===== config.mk =====
export PLATFORM = sky130hd
export DESIGN_NAME = seg_scan_display
export DESIGN_NICKNAME = d
export VERILOG_FILES = /design/src/rtl/seg_disp_pkg.sv /design/src/rtl/bin2dec_2dig.sv /design/src/rtl/seg_scan_display.sv
export SDC_FILE = /design/constraint.sdc
export NUM_CORES = 1
export LEC_CHECK = 0
export ABC_AREA = 0
export CAP_MARGIN = 20
export CORE_MARGIN = 3
export CORE_UTILIZATION = 52
export DETAILED_ROUTE_END_ITERATION = 16
export GPL_TIMING_DRIVEN = 0
export PLACE_DENSITY = 0.75
export SLEW_MARGIN = 20
export SYNTH_ARGS = -nofsm -noshare
export SYNTH_HDL_FRONTEND = slang
export SYNTH_HIERARCHICAL = 1
export SYNTH_SLANG_ARGS = --single-unit

===== constraint.sdc =====
create_clock -name clk_50M -period 3.78 [get_ports clk_50M]
set_input_delay 0.378 -clock clk_50M [delete_from_list [all_inputs] [get_ports clk_50M]]
set_output_delay 0.378 -clock clk_50M [all_outputs]
set_load 0.1 [all_outputs]

===== src/rtl/seg_disp_pkg.sv =====
//==============================================================================
// seg_disp_pkg - glyphs, digit map and mode encoding for the 7-seg display, rev 1.0
//==============================================================================
`default_nettype none

package seg_disp_pkg;

  localparam logic [7:0] SEG_0     = 8'hC0;
  localparam logic [7:0] SEG_1     = 8'hF9;
  localparam logic [7:0] SEG_2     = 8'hA4;
  localparam logic [7:0] SEG_3     = 8'hB0;
  localparam logic [7:0] SEG_4     = 8'h99;
  localparam logic [7:0] SEG_5     = 8'h92;
  localparam logic [7:0] SEG_6     = 8'h82;
  localparam logic [7:0] SEG_7     = 8'hF8;
  localparam logic [7:0] SEG_8     = 8'h80;
  localparam logic [7:0] SEG_9     = 8'h90;
  localparam logic [7:0] SEG_DASH  = 8'hBF;
  localparam logic [7:0] SEG_BLANK = 8'hFF;

  localparam logic [2:0] DIG_SEC_U  = 3'd0;
  localparam logic [2:0] DIG_SEC_T  = 3'd1;
  localparam logic [2:0] DIG_MIN_U  = 3'd2;
  localparam logic [2:0] DIG_MIN_T  = 3'd3;
  localparam logic [2:0] DIG_HOUR_U = 3'd4;
  localparam logic [2:0] DIG_HOUR_T = 3'd5;
  localparam logic [2:0] DIG_SPACE  = 3'd6;
  localparam logic [2:0] DIG_WEEK   = 3'd7;

  localparam logic [3:0] MODE_SET = 4'd1;

  typedef struct packed {
    logic [3:0] week;
    logic [7:0] hour;
    logic [7:0] minute;
    logic [7:0] second;
  } snap_t;

  function automatic logic [7:0] digit_glyph(input logic [3:0] d);
    case (d)
      4'd0:    digit_glyph = SEG_0;
      4'd1:    digit_glyph = SEG_1;
      4'd2:    digit_glyph = SEG_2;
      4'd3:    digit_glyph = SEG_3;
      4'd4:    digit_glyph = SEG_4;
      4'd5:    digit_glyph = SEG_5;
      4'd6:    digit_glyph = SEG_6;
      4'd7:    digit_glyph = SEG_7;
      4'd8:    digit_glyph = SEG_8;
      4'd9:    digit_glyph = SEG_9;
      default: digit_glyph = SEG_DASH;
    endcase
  endfunction

endpackage

`default_nettype wire


===== src/rtl/bin2dec_2dig.sv =====
//==============================================================================
// bin2dec_2dig - 6-bit binary to two decimal digits, flags values above 59, rev 1.0
//==============================================================================
`default_nettype none

module bin2dec_2dig (
  input  logic [5:0] val_i,
  output logic [3:0] tens_o,
  output logic [3:0] units_o,
  output logic       oor_o
);

  logic [3:0] off_w;

  // units = val - 10*tens; only the low nibble matters since the result is < 10,
  // so off_w holds (10*tens) mod 16
  always_comb begin
    tens_o = 4'd0;
    off_w  = 4'd0;
    if (val_i >= 6'd60) begin
      tens_o = 4'd6; off_w = 4'd12;
    end else if (val_i >= 6'd50) begin
      tens_o = 4'd5; off_w = 4'd2;
    end else if (val_i >= 6'd40) begin
      tens_o = 4'd4; off_w = 4'd8;
    end else if (val_i >= 6'd30) begin
      tens_o = 4'd3; off_w = 4'd14;
    end else if (val_i >= 6'd20) begin
      tens_o = 4'd2; off_w = 4'd4;
    end else if (val_i >= 6'd10) begin
      tens_o = 4'd1; off_w = 4'd10;
    end
    units_o = val_i[3:0] - off_w;
  end

  assign oor_o = (val_i > 6'd59);

endmodule

`default_nettype wire


===== src/rtl/seg_scan_display.sv =====
//==============================================================================
// seg_scan_display - scanned 8-digit common-anode time/weekday display, rev 1.0
//==============================================================================
`default_nettype none

module seg_scan_display
  import seg_disp_pkg::*;
#(
  parameter int CLK_HZ   = 50_000_000,
  parameter int SCAN_HZ  = 1000,
  parameter int BLINK_HZ = 2
) (
  input  logic       clk_50M,
  input  logic       rst_n,
  input  logic [3:0] state_mode,
  input  logic [3:0] week_day,
  input  logic [7:0] hour_time,
  input  logic [7:0] minute_time,
  input  logic [7:0] second_time,
  output logic [7:0] seg,
  output logic [7:0] dig_sel
);

  localparam int SCAN_DIV  = CLK_HZ / SCAN_HZ;
  localparam int BLINK_DIV = CLK_HZ / (2 * BLINK_HZ);
  localparam int PRESC_W   = (SCAN_DIV > 1) ? $clog2(SCAN_DIV) : 1;
  localparam int BLINK_W   = (BLINK_DIV > 1) ? $clog2(BLINK_DIV) : 1;

  logic [PRESC_W-1:0] presc_q, presc_d;
  logic [2:0]         idx_q, idx_d;
  logic [BLINK_W-1:0] bcnt_q, bcnt_d;
  logic               phase_q, phase_d;
  logic               first_q;
  snap_t              snap_q;
  logic [7:0]         seg_q, seg_d;
  logic [7:0]         dig_sel_q, dig_sel_d;

  logic       presc_wrap, snap_en;
  logic [3:0] hr_t, hr_u, mn_t, mn_u, sc_t, sc_u;
  logic       hr_oor6, mn_oor6, sc_oor6;
  logic       hour_bad, min_bad, sec_bad, week_ok;
  logic [7:0] glyph_w;
  logic       dp_w, blank_w;

  bin2dec_2dig u_hour (.val_i(snap_q.hour[5:0]),   .tens_o(hr_t), .units_o(hr_u), .oor_o(hr_oor6));
  bin2dec_2dig u_min  (.val_i(snap_q.minute[5:0]), .tens_o(mn_t), .units_o(mn_u), .oor_o(mn_oor6));
  bin2dec_2dig u_sec  (.val_i(snap_q.second[5:0]), .tens_o(sc_t), .units_o(sc_u), .oor_o(sc_oor6));

  assign hour_bad = hr_oor6 | (snap_q.hour > 8'd23);
  assign min_bad  = mn_oor6 | (|snap_q.minute[7:6]);
  assign sec_bad  = sc_oor6 | (|snap_q.second[7:6]);
  assign week_ok  = (snap_q.week >= 4'd1) && (snap_q.week <= 4'd7);

  always_comb begin
    presc_wrap = (presc_q == PRESC_W'(SCAN_DIV - 1));
    presc_d    = presc_wrap ? '0 : presc_q + 1'b1;
    idx_d      = presc_wrap ? idx_q + 3'd1 : idx_q;
    // A new snapshot lands exactly as the index wraps back to digit 0
    snap_en    = first_q | (presc_wrap && (idx_q == DIG_WEEK));
    phase_d    = phase_q;
    bcnt_d     = bcnt_q + 1'b1;
    if (bcnt_q == BLINK_W'(BLINK_DIV - 1)) begin
      bcnt_d  = '0;
      phase_d = ~phase_q;
    end
  end

  always_comb begin
    glyph_w = SEG_BLANK;
    case (idx_q)
      DIG_WEEK:   glyph_w = week_ok  ? digit_glyph(snap_q.week) : SEG_DASH;
      DIG_SPACE:  glyph_w = SEG_BLANK;
      DIG_HOUR_T: glyph_w = hour_bad ? SEG_DASH : digit_glyph(hr_t);
      DIG_HOUR_U: glyph_w = hour_bad ? SEG_DASH : digit_glyph(hr_u);
      DIG_MIN_T:  glyph_w = min_bad  ? SEG_DASH : digit_glyph(mn_t);
      DIG_MIN_U:  glyph_w = min_bad  ? SEG_DASH : digit_glyph(mn_u);
      DIG_SEC_T:  glyph_w = sec_bad  ? SEG_DASH : digit_glyph(sc_t);
      default:    glyph_w = sec_bad  ? SEG_DASH : digit_glyph(sc_u);
    endcase
    dp_w    = (idx_q == DIG_HOUR_U) || (idx_q == DIG_MIN_U);
    blank_w = (state_mode == MODE_SET) && !phase_q &&
              (idx_q >= DIG_MIN_U) && (idx_q <= DIG_HOUR_T);

    seg_d     = SEG_BLANK;
    dig_sel_d = 8'hFF;
    if (presc_q != '0) begin
      dig_sel_d = ~(8'd1 << idx_q);
      if (!blank_w) begin
        seg_d = dp_w ? (glyph_w & 8'h7F) : glyph_w;
      end
    end
  end

  always_ff @(posedge clk_50M or negedge rst_n) begin
    if (!rst_n) begin
      presc_q   <= '0;
      idx_q     <= 3'd0;
      bcnt_q    <= '0;
      phase_q   <= 1'b1;
      first_q   <= 1'b1;
      snap_q    <= '0;
      seg_q     <= 8'hFF;
      dig_sel_q <= 8'hFF;
    end else begin
      presc_q   <= presc_d;
      idx_q     <= idx_d;
      bcnt_q    <= bcnt_d;
      phase_q   <= phase_d;
      first_q   <= 1'b0;
      seg_q     <= seg_d;
      dig_sel_q <= dig_sel_d;
      if (snap_en) begin
        snap_q <= '{week: week_day, hour: hour_time, minute: minute_time, second: second_time};
      end
    end
  end

  assign seg     = seg_q;
  assign dig_sel = dig_sel_q;

endmodule

`default_nettype wire


==> qor.csv, run 1 <==
stage,metric,value,unit
synthesis,sequential-to-total area share from yosys stat,37.0,%
clock_network,Clk Tree Root Cell,clkbuf_16,
clock_network,# clock sinks,89,
timing,final setup margin,0.0895,ns
clock_network,CTS tree,done,
synthesis,Synth top area share,29.2,%
layout,Final nets,790,
timing,transition time of the tightest slew-check pin,1.09,ns
layout,fin cells,852,
floorplanning,Starting Density,54.7,%
global_routing,largest net degree at the start of global routing,54,
global_routing,GRT Residual Overflow,0,
drt,DRC errors left,0,
power,combinational share of power,32.6,%
drt,detailed-route via count,4857,
place,hpwl dp,10000,um
synthesis,leading area contributor after synthesis,dfrtp_1,
worst_setup_path,CP Data Arrival Time,3.95,ns
layout,synth-to-layout area growth,18.7,%
worst_setup_path,CP Capture Type,flip-flop,
floorplanning,Core ar.,11100,sq um
clock_network,Worst-path clk slew,0.07,ns
synthesis,Commonest cells post-synth,"dfrtp_1 (71), nor2_1 (58), ha_1 (46)",
timing,Fin. Hold Viols,17,
global_routing,initial antenna violation count,0,
worst_setup_path,worst reg2reg path endpoint,seg[4]$_DFF_PN1_,
synthesis,count of different cell masters after synthesis,62,
outcome,status,"complete, but fails checks",
place,"worst slack, placed",-0.520,ns
timing,final worst-path cycle share,97.6,%
drt,routed len/inst,15.7,um
timing,Setup Skew,0.00934,ns
layout,filler instances,913,
power,clock network power share,30.5,%
floorplanning,die width,114,um
drt,Post-DRT Antenna Nets,0,
synthesis,synth warn,6,
floorplanning,die area,13000,sq um
timing,Max Transition Viols Final,0,
synthesis,Synth Flop Type,dfrtp_1,
layout,share of layout cells above drive strength 1,16.7,%
layout,Reg area,2250,sq um
worst_setup_path,CP Class,flip-flop to flip-flop,
timing,shortest period the worst path allows,3.69,ns
layout,ant diodes,0,
timing,final-report setup violation count,0,
power,maximum vdd drop,0.346,mV
global_routing,first-pass GRT wire length,22400,um
synthesis,asr flop ratio synth,100,%
worst_setup_path,Worst Setup Start Kind,flip-flop,
clock_network,CTS max path bufs,2,
power,Seq pwr share,36.8,%
layout,Finished Core Util,64.9,%
place,RePlAce Congestion,1.01,
floorplanning,Cell Rows,38,
drt,drt first pass iters,5,
floorplanning,Die Span Y,114,um
drt,drt total wl,13400,um
clock_network,clock latency on the worst-skew pair,0.35,ns
worst_setup_path,Critical Path RT,4.04,ns
layout,area of the multi-input gates,3580,sq um
clock_network,cts bufs inserted,9,
place,Port Buffer Count,49,
synthesis,Area contributors post-synth,"dfrtp_1 (29%), ha_1 (9.5%), dfstp_2 (7.8%)",
timing,Hold Slack,-0.0127,ns
power,power density over the cells,392,nW/um^2
place,Placed Cells,828,
power,sw frac,34.8,%
synthesis,"count leader, synth",dfrtp_1,
synthesis,synthesized area,6080,sq um
drt,drt via density,5.70,
worst_setup_path,Worst Path Max Fanout,9,
run,max cap viols,0,
synthesis,post-synthesis cell count,638,
global_routing,total track usage,21.3,%
hold_path,Hold Crit Class,primary input to asynchronous set/reset pin,
outcome,failing checks,negative hold slack,
drt,initial drt markers,262,
power,NetSw,0.984,mW
clock_network,H-tree depth,3,
timing,Fmax,0.271,GHz
floorplanning,I/O pins,50,
power,static leakage,3.25,nW
power,Int Pwr,1.84,mW
synthesis,Synth Register Bits,89,
synthesis,post-synthesis area per instance,9.54,sq um
timing,max_slew headroom,26.7,%
worst_setup_path,R2R depth,14,
worst_setup_path,reg2reg start,snap_q[10]$_DFFE_PN0P_,
synthesis,synthesized net count,721,
synthesis,"EDFF count, synth",0,
global_routing,vias in the first global route,4754,
worst_setup_path,FF-to-FF setup slack,0.09,ns
clock_network,CTS Hold Bufs,0,
power,Pwr Total,2.83,mW
==> cells by family (layout without fill, tap and decap cells) <==
family / Yosys count / count (layout) / share of synthesized area, %
XOR/XNOR: 39 / 39 / 5.61
AND/OR/NAND/NOR: 230 / 230 / 20.3
buffers and inverters: 73 / 147 / 5.82
adder cells (fa/ha/maj): 52 / 52 / 10.9
flip-flops: 89 / 89 / 37.0
other: 4 / 4 / 0.247
multiplexers: 35 / 35 / 7.59
AO/OA/AOI/OAI: 116 / 116 / 12.5
==> power by group through the flow <==
stage                     Clock, mW  Sequential [mW]  Combinational, mW
after detailed placement          0             1.06              0.853
after global routing          0.924             1.05               1.02
after global placement            0             1.06              0.821
after floorplan                   0             1.16              0.536
final                         0.863             1.04              0.922
after CTS                     0.881             1.04              0.903
==> worst max-delay path by stage <==
| stage | startpoint | endpoint | slack (ns) | depth (start not counted) |
|---|---|---|---|---|
| 6_report | snap_q[10]$_DFFE_PN0P_ | seg[4]$_DFF_PN1_ | 0.09 | 14 |
| 5_1_grt | snap_q[10]$_DFFE_PN0P_ | seg[3]$_DFF_PN1_ | -0.02 | 14 |
| 3_3_place_gp | rst_n | snap_q[11]$_DFFE_PN0P_ | -0.75 | 1 |
| 2_1_floorplan | snap_q[2]$_DFFE_PN0P_ | seg[4]$_DFF_PN1_ | 0.02 | 15 |
| 3_5_place_dp | snap_q[20]$_DFFE_PN0P_ | seg[1]$_DFF_PN1_ | -0.52 | 14 |
| 4_1_cts | snap_q[18]$_DFFE_PN0P_ | seg[4]$_DFF_PN1_ | 0.02 | 13 |
==> metal layers <==
metal	vias up	wire [um]	global-route usage [%]
li1	2365	-	-
met1	2370	5940	27.0
met2	97	6550	35.8
met3	25	579	5.55
met4	0	309	6.65
met5	-	0	0
==> critical path, stage by stage (launching register included) <==
cell	delay, ns
dfrtp_1	0.40
buf_6	0.15
mux2i_1	0.12
a21o_1	0.20
a221oi_4	0.32
ha_2	0.23
inv_1	0.05
fa_2	0.36
and3_1	0.19
a32o_1	0.20
a311o_1	0.36
and2_1	0.17
o31ai_2	0.20
a21oi_1	0.10
or4b_4	0.54
==> registers in the layout (all words and copies together) (netlist names) <==
name	flops
bcnt_q	24
dig_sel	8
first_q	1
idx_q	3
phase_q	1
presc_q	16
seg	8
snap_q	28
==> stage by stage <==
stage          hold WS, ns  instance area, sq um  TNS [ns]
2_1_floorplan       0.0824                  6100         0
3_3_place_gp         0.471                  6760    -55.26
3_5_place_dp         0.379                  6790     -2.70
4_1_cts            0.00410                  7180         0
5_1_grt             0.0114                  7220   -0.0415
6_report           -0.0127                  7220         0
==> cell usage in the layout, fill, tap and decap left out, types with 25 or more instances in the layout <==
cell type,instances
dfrtp_1,69
nor2_1,58
clkdlybuf4s50_1,48
ha_1,45
inv_1,40
nand2_1,40
o21ai_0,31
a21oi_1,29
nand3_1,27
xor2_1,25
==> area by class of cell <==
| type | count | area share (%) |
|---|---|---|
| plain buffers | 33 | 2.93 |
| clock buffers | 10 | 3.17 |
| clock inverters | 6 | 0.676 |
| inverters | 40 | 2.08 |
| multi-input cells | 476 | 49.6 |
| flip-flops and latches | 89 | 31.2 |
| well taps | 140 | 2.43 |
| repair buffers | 58 | 7.97 |
==> what timing repair did <==
item / 4_1_cts / 5_1_grt
endpoints found under the setup margin: 7 / 7
buffers inserted: 6 / 2
resized for setup: 13 / 7
endpoints found under the hold margin: 0 / 0
pin swaps: 7 / 5
(Power assumes the default switching activity.)
==> inputs of run 2 (changes only) <==
--- a/config.mk
+++ b/config.mk
@@ -5,7 +5,7 @@
 export SDC_FILE = /design/constraint.sdc
 export NUM_CORES = 1
 export LEC_CHECK = 0
-export ABC_AREA = 0
+export ABC_AREA = 1
 export CAP_MARGIN = 20
 export CORE_MARGIN = 3
 export CORE_UTILIZATION = 52
==> run 2 against run 1 <==
Net effect: the flow now finishes without violations; area after synthesis is 9.8% higher; critical endpoint is now seg[2]$_DFF_PN1_; highest routed layer unchanged; global-route usage is 0.074 points higher; combinational power down 9.4%; first-iteration DRC count up 56%.
==> qor.csv, run 2 <==
stage,metric,value,unit,change
global_routing,total track usage,21.4,%,+0.074 points
hold_path,WHS Path Cells,1,,
layout,Final nets,1113,,+41%
synthesis,count of different cell masters after synthesis,36,,-42%
synthesis,sequential-to-total area share from yosys stat,33.7,%,-3.3 points
clock_network,"Setup Fix Bufs, Post-CTS",0,,-6
synthesis,post-synthesis cell count,968,,+52%
timing,max_slew headroom,34.8,%,+8.1 points
worst_setup_path,CP Capture Type,flip-flop,,
floorplanning,Core ar.,12300,sq um,+10%
worst_setup_path,reg2reg start,snap_q[19]$_DFFE_PN0P_,,
worst_setup_path,Buf/Inv on CP,3,,+1
clock_network,H-tree depth,3,,unchanged
global_routing,first-pass GRT wire length,25200,um,+12%
clock_network,CTS max path bufs,2,,unchanged
timing,final setup margin,0.735,ns,+0.646 ns
drt,DRC errors left,0,,unchanged
timing,Fmax,0.328,GHz,+21%
hold_path,Hold EP,phase_q$_DFFE_PN1N_,,
drt,drt total wl,14700,um,+9.9%
synthesis,Synth Flop Type,dfrtp_1,,
place,RePlAce Congestion,0.922,,-8.5%
hold_path,worst hold start,phase_q$_DFFE_PN1N_,,
synthesis,largest family of logic cells by synthesized area,simple AND/OR/NAND/NOR gates,,
synthesis,synthesized area,6680,sq um,+9.8%
clock_network,# resized after CTS,0,,-13
layout,synth-to-layout area growth,15.3,%,
power,maximum vdd drop,0.240,mV,-31%
drt,routed len/inst,12.2,um,-22%
timing,RSZ-0062 raised after global routing,false,,
synthesis,mux contribution to synthesized area,0,%,-7.6 points
synthesis,leading area contributor after synthesis,dfrtp_1,,
layout,most frequent cells in the layout,"nand2_1 (299), inv_1 (133), nor2_1 (123)",,
clock_network,Worst-path clk slew,0.06,ns,about the same
synthesis,"count leader, synth",nand2_1,,
synthesis,Compound-Gate Fraction of Synth Area,4.63,%,-7.9 points
clock_network,clock latency on the worst-skew pair,0.35,ns,about the same
global_routing,initial antenna violation count,0,,unchanged
drt,drt first pass iters,5,,unchanged
synthesis,Commonest cells post-synth,"nand2_1 (299), inv_1 (133), nor2_1 (123)",,
power,power density over the cells,361,nW/um^2,-7.9%
clock_network,# clock sinks,89,,unchanged
drt,detailed-route via count,5988,,+23%
synthesis,asr flop ratio synth,100,%,unchanged
worst_setup_path,FF-to-FF setup slack,0.74,ns,+0.65 ns
worst_setup_path,Worst Path Max Fanout,9,,unchanged
timing,final worst-path cycle share,80.5,%,-17 points
worst_setup_path,worst reg2reg path endpoint,seg[2]$_DFF_PN1_,,
timing,final-report setup violation count,0,,unchanged
synthesis,Simple-Gate Fraction of Synth Area,39.0,%,+19 points
worst_setup_path,CP top delay family,simple AND/OR/NAND/NOR gates,,
worst_setup_path,crit path max-delay cell type,dfrtp_1,,
timing,Max Transition Viols Final,0,,unchanged
place,placed instance area,7410,sq um,+9.1%
layout,share of layout cells above drive strength 1,9.57,%,-7.1 points
drt,Post-DRT Antenna Nets,0,,unchanged
worst_setup_path,CP Data Arrival Time,3.30,ns,-0.65 ns
timing,transition time of the tightest slew-check pin,0.974,ns,-0.111 ns
layout,ant diodes,0,,unchanged
worst_setup_path,Critical Path RT,4.04,ns,about the same
floorplanning,Starting Density,54.5,%,-0.20 points
hold_path,Hold Crit Class,flip-flop to flip-flop,,
synthesis,Area contributors post-synth,"dfrtp_1 (27%), nand2_1 (17%), ha_1 (8.6%)",,
clock_network,Clk Tree Root Cell,clkbuf_16,,
worst_setup_path,max incr delay on CP,0.48,ns,-0.06 ns
synthesis,"EDFF count, synth",0,,unchanged
timing,Fin. Hold Viols,0,,-17
floorplanning,Die Span Y,119,um,+4.5%
power,Pwr Total,2.78,mW,-1.7%
global_routing,GRT Residual Overflow,0,,unchanged
synthesis,Synth Register Bits,89,,unchanged
layout,register with the most flip-flops,snap_q,,
synthesis,synthesized net count,1051,,+46%
floorplanning,Cell Rows,40,,+5.3%
global_routing,vias in the first global route,5674,,+19%
floorplanning,die width,119,um,+4.5%
clock_network,cts bufs inserted,9,,unchanged
run,max cap viols,0,,unchanged
synthesis,Synth top area share,26.6,%,-2.6 points
worst_setup_path,R2R depth,18,,+4
floorplanning,I/O pins,50,,unchanged
synthesis,post-synthesis area per instance,6.90,sq um,-28%
place,hpwl dp,11500,um,+14%
place,Port Buffer Count,49,,unchanged
clock_network,CTS tree,done,,
layout,Largest register FFs,28,,unchanged
outcome,status,"finished, final reports clean",,
synthesis,post-synthesis xor/xnor area fraction,3.01,%,-2.6 points
layout,Finished Cell Area,7710,sq um,+6.7%
layout,Top Registers,"snap_q: 28 flops, bcnt_q: 24 flops, presc_q: 16 flops",,
worst_setup_path,CP dominant cell by count,nand2_1,,
worst_setup_path,Worst Setup Start Kind,flip-flop,,
timing,Setup Skew,0.00706,ns,-0.00227 ns
worst_setup_path,critical path depth,18,,+4
synthesis,synth warn,6,,unchanged
worst_setup_path,crit path cell chain,"nor2_1, nand2_1, nand2_1, nand2_1, nand2_2, nand2_1, nand2_1, ha_1, inv_1, fa_1, clkbuf_1, inv_1, nand3_1, nand2_1, o21ai_0, nand2_1, nor2_1, nand3b_1",,
layout,"commonest non-fill, non-tap cell in the layout",nand2_1,,
drt,drt via density,4.98,,-13%
floorplanning,die area,14200,sq um,+9.3%
layout,filler instances,1112,,+22%
drt,initial drt markers,408,,+56%
power,static leakage,4.02,nW,+23%
synthesis,adder-cell area share of the yosys netlist,9.51,%,-1.4 points
worst_setup_path,CP Class,flip-flop to flip-flop,,
global_routing,largest net degree at the start of global routing,59,,+9.3%
place,"worst slack, placed",0.844,ns,+1.36 ns
timing,shortest period the worst path allows,3.04,ns,-0.646 ns
-- run 2: changes by cell type after synthesis, sizes merged, moves of 8 or more --
cell,previous run,this run
nand2,40,307
a21oi,30,11
nor2,58,135
nand3,27,107
mux2,29,0
and3,9,1
nor2b,12,0
nand2b,13,0
nor4,12,0
xor2,25,16
inv,40,138
-- run 2: cells by family (layout without fill, tap and decap cells) --
| kind of cell | count (synthesis) | in the layout |
|---|---|---|
| xor gates and xnor gates | 23 | 23 |
| and+or+nand+nor | 589 | 589 |
| buffers and inverters | 158 | 225 |
| adders and majority gates | 49 | 49 |
| AOI/OAI and AO/OA | 56 | 56 |
| other | 4 | 4 |
| DFF | 89 | 89 |
-- run 2: worst max path at each step --
stage | slack (ns) | start | to
after detailed placement | 0.84 | snap_q[19]$_DFFE_PN0P_ | seg[2]$_DFF_PN1_
final | 0.74 | snap_q[19]$_DFFE_PN0P_ | seg[2]$_DFF_PN1_
after floorplan | 1.26 | snap_q[19]$_DFFE_PN0P_ | seg[3]$_DFF_PN1_
after CTS | 0.75 | snap_q[19]$_DFFE_PN0P_ | seg[2]$_DFF_PN1_
after global routing | 0.38 | snap_q[19]$_DFFE_PN0P_ | seg[2]$_DFF_PN1_
after global placement | -0.88 | rst_n | presc_q[11]$_DFF_PN0_
-- run 2: metrics by stage --
stage	utilization, %	hold slack [ns]	std cells	setup TNS (ns)
after global placement	60.2	0.479	1185	-62.10
after floorplan	-	0.0824	968	0
after detailed placement	60.4	0.353	1186	0
after global routing	62.8	0.503	1203	0
final	62.8	0.489	1203	0
after CTS	62.8	0.491	1203	0
-- run 2: area by class of cell --
class                   count  area (sq um)  share of cell area (%)
repair buffers             51           526                    6.82
clock buffers              11           233                    3.02
multi-input cells         721          3770                    48.9
inverters                 139           527                    6.84
plain buffers              19           139                    1.80
clock inverters             5          56.3                   0.731
flip-flops and latches     89          2250                    29.2
well taps                 168           210                    2.73
-- run 2: timing repair --
action,in CTS,in global routing
hold buffers,1,0
hold endpoints to repair,22,0
endpoints found under the setup margin,0,0
-- run 2: worst reg2reg max path, delay by kind of cell, from the launching register on --
kind	cells	cell delay (ns)
AOI/OAI and AO/OA	1	0.27
adders and majority gates	2	0.64
buffers and inverters	3	0.46
DFF	1	0.48
and+or+nand+nor	12	1.09
-- run 2: routing by layer --
layer	vias to the layer above	global-route usage (%)	share of wire (%)	wire, um
met5	-	0	0	0
met4	0	7.59	1.7	256
met3	21	2.56	3.2	468
met2	103	36.8	48	7050
met1	2725	27.8	47	6930
li1	3139	-	-	-
-- run 2: power breakdown --
part           internal, mW  switching (mW)  leakage (nW)  total (mW)
logic                 0.278           0.557          2.78       0.835
registers              1.01          0.0414          1.10        1.05
clock network         0.512           0.381         0.139       0.893
total                  1.80           0.979          4.02        2.78
